===== config.mk =====
export PLATFORM = sky130hd
export DESIGN_NAME = lsu
export DESIGN_NICKNAME = d
export VERILOG_FILES = /design/src/rtl/gpu_pkg.sv /design/src/rtl/lsu_byte_lane.sv /design/src/rtl/lsu.sv
export SDC_FILE = /design/constraint.sdc
export NUM_CORES = 1
export LEC_CHECK = 0
export CAP_MARGIN = 20
export CORE_MARGIN = 5
export CORE_UTILIZATION = 42
export CTS_CLUSTER_DIAMETER = 150
export DETAILED_ROUTE_END_ITERATION = 7
export GPL_TIMING_DRIVEN = 0
export PLACE_DENSITY = 0.78
export RECOVER_POWER = 100
export SLEW_MARGIN = 10
export SYNTH_ARGS = -nofsm -noshare
export SYNTH_HDL_FRONTEND = slang
export SYNTH_SLANG_ARGS = --single-unit

===== constraint.sdc =====
create_clock -name clk -period 1.95 [get_ports clk]
set_clock_uncertainty 0.05 [all_clocks]
set_input_delay 0.39 -clock clk [delete_from_list [all_inputs] [get_ports clk]]
set_output_delay 0.39 -clock clk [all_outputs]
set_load 0.03 [all_outputs]

===== src/rtl/gpu_pkg.sv =====
// Shared encodings for the per-thread load/store unit: core phases, the
// externally visible LSU state and the internal access FSM.
package gpu_pkg;
    localparam logic [2:0] CORE_REQUEST = 3'b011;
    localparam logic [2:0] CORE_UPDATE  = 3'b110;
    localparam int         BYTE_BITS    = 8;

    typedef enum logic [1:0] {
        LSU_IDLE       = 2'd0,
        LSU_REQUESTING = 2'd1,
        LSU_WAITING    = 2'd2,
        LSU_DONE       = 2'd3
    } lsu_state_e;

    typedef enum logic [2:0] {
        S_IDLE,
        S_RD_WAIT,
        S_RD_RELEASE,
        S_WR_WAIT,
        S_WR_RELEASE,
        S_DONE
    } lsu_fsm_e;

    // Collapse the read/write halves of the FSM onto the four reported states.
    function automatic lsu_state_e fsm_to_lsu(input lsu_fsm_e s);
        case (s)
            S_RD_WAIT, S_WR_WAIT:       return LSU_REQUESTING;
            S_RD_RELEASE, S_WR_RELEASE: return LSU_WAITING;
            S_DONE:                     return LSU_DONE;
            default:                    return LSU_IDLE;
        endcase
    endfunction
endpackage


===== src/rtl/lsu_byte_lane.sv =====
// Byte lane helper: sign-extended byte extract for loads and byte merge
// for the read-modify-write of byte stores.
module lsu_byte_lane
    import gpu_pkg::*;
#(
    parameter int DATA_BITS = 16
) (
    input  logic [DATA_BITS-1:0] word,
    input  logic                 lane,
    input  logic [BYTE_BITS-1:0] byte_data,
    output logic [DATA_BITS-1:0] ext,
    output logic [DATA_BITS-1:0] merged
);
    logic [BYTE_BITS-1:0] sel;

    always_comb begin
        sel    = word[BYTE_BITS-1:0];
        merged = word;
        if (lane) begin
            sel                                = word[2*BYTE_BITS-1:BYTE_BITS];
            merged[2*BYTE_BITS-1:BYTE_BITS]    = byte_data;
        end else begin
            merged[BYTE_BITS-1:0]              = byte_data;
        end
    end

    assign ext = {{(DATA_BITS-BYTE_BITS){sel[BYTE_BITS-1]}}, sel};
endmodule


===== src/rtl/lsu.sv =====
// Per-thread load/store unit: effective address, valid/ready handshakes to
// the memory controller, byte loads with sign extension and RMW byte stores.
module lsu
    import gpu_pkg::*;
#(
    parameter int ADDR_BITS = 8,
    parameter int DATA_BITS = 16
) (
    input  logic                 clk,
    input  logic                 reset,
    input  logic                 enable,
    input  logic [2:0]           core_state,
    input  logic                 decoded_mem_read_enable,
    input  logic                 decoded_mem_write_enable,
    input  logic                 decoded_mem_byte,
    input  logic                 decoded_byte_hi,
    input  logic [ADDR_BITS-1:0] decoded_offset,
    input  logic [DATA_BITS-1:0] rs,
    input  logic [DATA_BITS-1:0] rt,
    output logic                 mem_read_valid,
    output logic [ADDR_BITS-1:0] mem_read_address,
    input  logic                 mem_read_ready,
    input  logic [DATA_BITS-1:0] mem_read_data,
    output logic                 mem_write_valid,
    output logic [ADDR_BITS-1:0] mem_write_address,
    output logic [DATA_BITS-1:0] mem_write_data,
    input  logic                 mem_write_ready,
    output logic [1:0]           lsu_state,
    output logic [DATA_BITS-1:0] lsu_out
);
    lsu_fsm_e             state;
    logic                 is_load, is_byte, byte_hi;
    logic [BYTE_BITS-1:0] st_byte;
    logic [ADDR_BITS-1:0] addr, ea;
    logic [DATA_BITS-1:0] old_word, lane_word, lane_ext, lane_merged;
    logic                 req, rd_req;

    assign ea     = rs[ADDR_BITS-1:0] + decoded_offset;
    assign req    = enable && (core_state == CORE_REQUEST);
    // A byte store needs the old word first, so it starts with a read.
    assign rd_req = decoded_mem_read_enable || (decoded_mem_write_enable && decoded_mem_byte);

    // Extract straight off the bus at capture; merge from the held word later.
    assign lane_word = (state == S_RD_WAIT) ? mem_read_data : old_word;

    lsu_byte_lane #(.DATA_BITS(DATA_BITS)) u_lane (
        .word      (lane_word),
        .lane      (byte_hi),
        .byte_data (st_byte),
        .ext       (lane_ext),
        .merged    (lane_merged)
    );

    assign mem_read_address  = addr;
    assign mem_write_address = addr;
    assign lsu_state         = fsm_to_lsu(state);

    always_ff @(posedge clk) begin
        if (reset) begin
            state           <= S_IDLE;
            is_load         <= 1'b0;
            is_byte         <= 1'b0;
            byte_hi         <= 1'b0;
            st_byte         <= '0;
            addr            <= '0;
            old_word        <= '0;
            mem_read_valid  <= 1'b0;
            mem_write_valid <= 1'b0;
            mem_write_data  <= '0;
            lsu_out         <= '0;
        end else begin
            case (state)
                S_IDLE: if (req) begin
                    if (rd_req) begin
                        addr           <= ea;
                        is_load        <= decoded_mem_read_enable;
                        is_byte        <= decoded_mem_byte;
                        byte_hi        <= decoded_byte_hi;
                        st_byte        <= rt[BYTE_BITS-1:0];
                        mem_read_valid <= 1'b1;
                        state          <= S_RD_WAIT;
                    end else if (decoded_mem_write_enable) begin
                        addr            <= ea;
                        is_load         <= 1'b0;
                        is_byte         <= 1'b0;
                        mem_write_data  <= rt;
                        mem_write_valid <= 1'b1;
                        state           <= S_WR_WAIT;
                    end
                end
                S_RD_WAIT: if (mem_read_ready) begin
                    mem_read_valid <= 1'b0;
                    if (is_load) lsu_out <= is_byte ? lane_ext : mem_read_data;
                    else         old_word <= mem_read_data;
                    state <= S_RD_RELEASE;
                end
                S_RD_RELEASE: if (!mem_read_ready) begin
                    if (is_load) begin
                        state <= S_DONE;
                    end else begin
                        mem_write_data  <= lane_merged;
                        mem_write_valid <= 1'b1;
                        state           <= S_WR_WAIT;
                    end
                end
                S_WR_WAIT: if (mem_write_ready) begin
                    mem_write_valid <= 1'b0;
                    state           <= S_WR_RELEASE;
                end
                S_WR_RELEASE: if (!mem_write_ready) state <= S_DONE;
                S_DONE:       if (core_state == CORE_UPDATE) state <= S_IDLE;
                default:      state <= S_IDLE;
            endcase
        end
    end
endmodule


==> flow_summary.json <==
{
  "outcome": "completed",
  "cts_tree": "built",
  "die_w_um": 105,
  "avgViaCountPerCell": 5.47,
  "grt_pass1_wl_mm": 18.6,
  "grt_pass1_vias": 3824,
  "syn_to_final_growth_pct": 48.3,
  "instances_no_fill": 727,
  "vdd.ir_drop.worst_mv": 0.497,
  "p_total_w": 0.00513,
  "clockRootBuffer": "clkbuf_8",
  "worstRegToRegCells": 9,
  "arrival_ns": 2.17,
  "async_flop_share": 0,
  "synth_edf_count": 0,
  "clock-sinks": 72,
  "start_kind": "input pin",
  "syn_inst": 473,
  "regArea_um2": 1440,
  "critPathKind": "in2reg",
  "cp.buffers_inverters": 2,
  "start_util": 0.433,
  "cp_num_cells": 8,
  "whs_path_depth": 2,
  "die_h_um": 105,
  "clock_latency_ns": 0.36,
  "cpPeakStageDelay_ns": 0.40,
  "hp-class": "reg2reg",
  "wl_met2_mm": 5.98,
  "post-place-ws_ns": -0.678,
  "synth_area_per_cell_um2": 8.03,
  "numPortBuffers": 111,
  "drive_gt1_frac": 0.170,
  "fillers": 732,
  "cts_buffers": 9,
  "cpMaxStageDelayCell": "clkdlybuf4s50_1",
  "power_leakage_nw": 1.97,
  "postLayoutCoreUtil": 0.642,
  "tns_ns": 0,
  "rows": 34,
  "drtIter0Drc": 251,
  "wl_mm": 12.3,
  "hold_buffers": 0,
  "cp_max_fo": 4,
  "routedWlPerCell_um": 17.0,
  "yosysTopAreaCell": "dfxtp_1",
  "io_pins": 120,
  "p_per_area_nw_per_um2": 912,
  "min_period_ns": 1.93,
  "synth_cell_types": 48,
  "path_clk_slew_ns": 0.08,
  "synth_area_leaders": "dfxtp_1 (38%), mux2i_1 (7.6%), a211oi_1 (7.1%)",
  "tightest_slew_ns": 0.742,
  "vias": 3979,
  "fmax_mhz": 519,
  "ys.flop_type": "dfxtp_1",
  "crit_path_end_kind": "flop",
  "dp_hpwl_mm": 8.68,
  "rsz0062_at_grt": "yes",
  "htree_levels": 3,
  "dieArea_um2": 11000,
  "hold_viol_final": 0,
  "multiInputGateArea_um2": 2320,
  "yosysSeqAreaShare": 0.380,
  "gr-total-overflow": 0,
  "finalMaxSlewViolations": 0,
  "fin_ws_ns": 0.0225,
  "antenna_found_initial": 0,
  "cts_buffer_depth": 2,
  "max_slew_margin": 0.505,
  "yosys_warnings": 0,
  "critical_path.top_delay_family": "compound AO/OA/AOI/OAI gates",
  "fin_nets": 691,
  "syn-num-nets": 549,
  "dr_wl_met3_um": 842,
  "top_layer_used": "met4",
  "drt_pass1_iterations": 5,
  "post-route-period-util": 0.988,
  "final-setup-viol-count": 0,
  "path_cells": "clkdlybuf4s50_1, ha_1, nor2b_2, o31a_1, buf_4, a211oi_2, a21oi_1, nor2_2",
  "place.gp.congestion": 0.891,
  "syn_area_um2": 3800,
  "dp_cells": 692,
  "grt_start_max_net_pins": 13,
  "worstPathRequired_ns": 2.19,
  "drc": 0,
  "antennaDiodeCount": 0,
  "antenna_left": 0,
  "met1_length_mm": 5.19,
  "track_usage": 0.206,
  "core_um2": 8760,
  "synth_seq_cells": 72,
  "synth_top_area_share": 0.380,
  "cap_violations": 0
}
-- kinds of logic (layout without fill, tap and decap cells) --
kind of cell               Yosys count  after routing  synth area share
AOI/OAI and AO/OA                  149            149             0.236
xor gates and xnor gates             5              5            0.0115
buffers and inverters               50            196            0.0669
adders and majority gates            8              8            0.0283
DFF                                 72             72             0.380
and+or+nand+nor                    160            160             0.201
muxes                               29             29            0.0765
-- final timing paths --
path	startpoint	endpoint	slack, ns
setup reg to reg	state[1]$_SDFFE_PP0P_	old_word[15]$_SDFFE_PP0P_	0.03
hold / removal	st_byte[6]$_SDFFE_PP0P_	st_byte[6]$_SDFFE_PP0P_	0.43
hold reg to reg	st_byte[6]$_SDFFE_PP0P_	st_byte[6]$_SDFFE_PP0P_	0.43
setup / recovery	decoded_offset[2]	mem_read_address[4]$_SDFFE_PP0P_	0.02
-- sequential cells by signal, summed over array words and instances (netlist names) --
signal            flops
byte_hi               1
is_byte               1
is_load               1
lsu_out              16
mem_read_address      8
mem_read_valid        1
mem_write_data       16
mem_write_valid       1
old_word             16
st_byte               8
state                 3
-- layout by cell type, fill, tap and decap left out, types with 6 or more instances in the layout --
| cell | synthesis | layout |
|---|---|---|
| a211oi_1 | 36 | 34 |
| a21oi_1 | 54 | 53 |
| buf_2 | 11 | 6 |
| buf_4 | 10 | 23 |
| buf_6 | 2 | 9 |
| clkbuf_1 | 21 | 23 |
| clkbuf_4 | 0 | 6 |
| clkbuf_8 | 0 | 10 |
| clkdlybuf4s50_1 | 0 | 98 |
| dfxtp_1 | 72 | 71 |
| ha_1 | 7 | 6 |
| mux2i_1 | 29 | 20 |
| nand2_1 | 63 | 59 |
| nand2b_1 | 17 | 17 |
| nor2_1 | 49 | 48 |
| nor2b_1 | 10 | 9 |
| o21ai_0 | 35 | 35 |
-- worst reg2reg max path, stage by stage, from the launching register on --
cell and delay (ns):
dfxtp_1 0.31, buf_6 0.14, nor3b_4 0.19, buf_6 0.17, clkbuf_4 0.15, nand2_2 0.14, nor2_4 0.20, clkbuf_4 0.23
nand2_1 0.08, a21oi_1 0.18
-- routing by layer --
metal,vias to the layer above,GRT usage
li1,1937,-
met5,-,0
met2,154,0.349
met4,0,0.0612
met1,1860,0.250
met3,28,0.0647
-- cell type report --
type                            instances  area share
Tap cell                              108      0.0240
Clock buffer                           10      0.0244
Sequential cell                        72       0.256
Buffer                                 42      0.0502
Clock inverter                          5      0.0100
Multi-Input combinational cell        351       0.411
Inverter                                6     0.00400
Timing Repair Buffer                  133       0.220
-- synth_stat cells (all sizes together), types with 3 or more instances --
library cell and number:
buf 23, nor4 4, nand2b 17, nor2 50, clkbuf 21, nor2b 10, a21oi 54, dfxtp 72
ha 7, a211oi 37, o21a 4, nor3b 3, xnor2 4, o21ai 35, inv 6, nand2 63
mux2i 29, a31oi 7
-- report_power, final --
group | internal [W] | switching, W | leakage (nW)
sequential | 0.00161 | 0.0000877 | 0.582
clock | 0.000618 | 0.000572 | 0.0985
combinational | 0.00107 | 0.00118 | 1.29
total | 0.00329 | 0.00184 | 1.97
-- repair_timing --
item / 4_1_cts / 5_1_grt
setup buffers: 5 / 14
setup endpoints to repair: 54 / 73
pin swaps: 8 / 11
gates resized for setup: 43 / 58
cloned: 0 / 3
-- per-stage QoR --
step	area [um2]	hold slack, ns
after floorplan	3800	0.391
after global placement	5040	0.399
final	5630	0.427
after CTS	5360	0.422
after global routing	5630	0.450
after detailed placement	5040	0.411
Power figures use the tool's default switching activity.
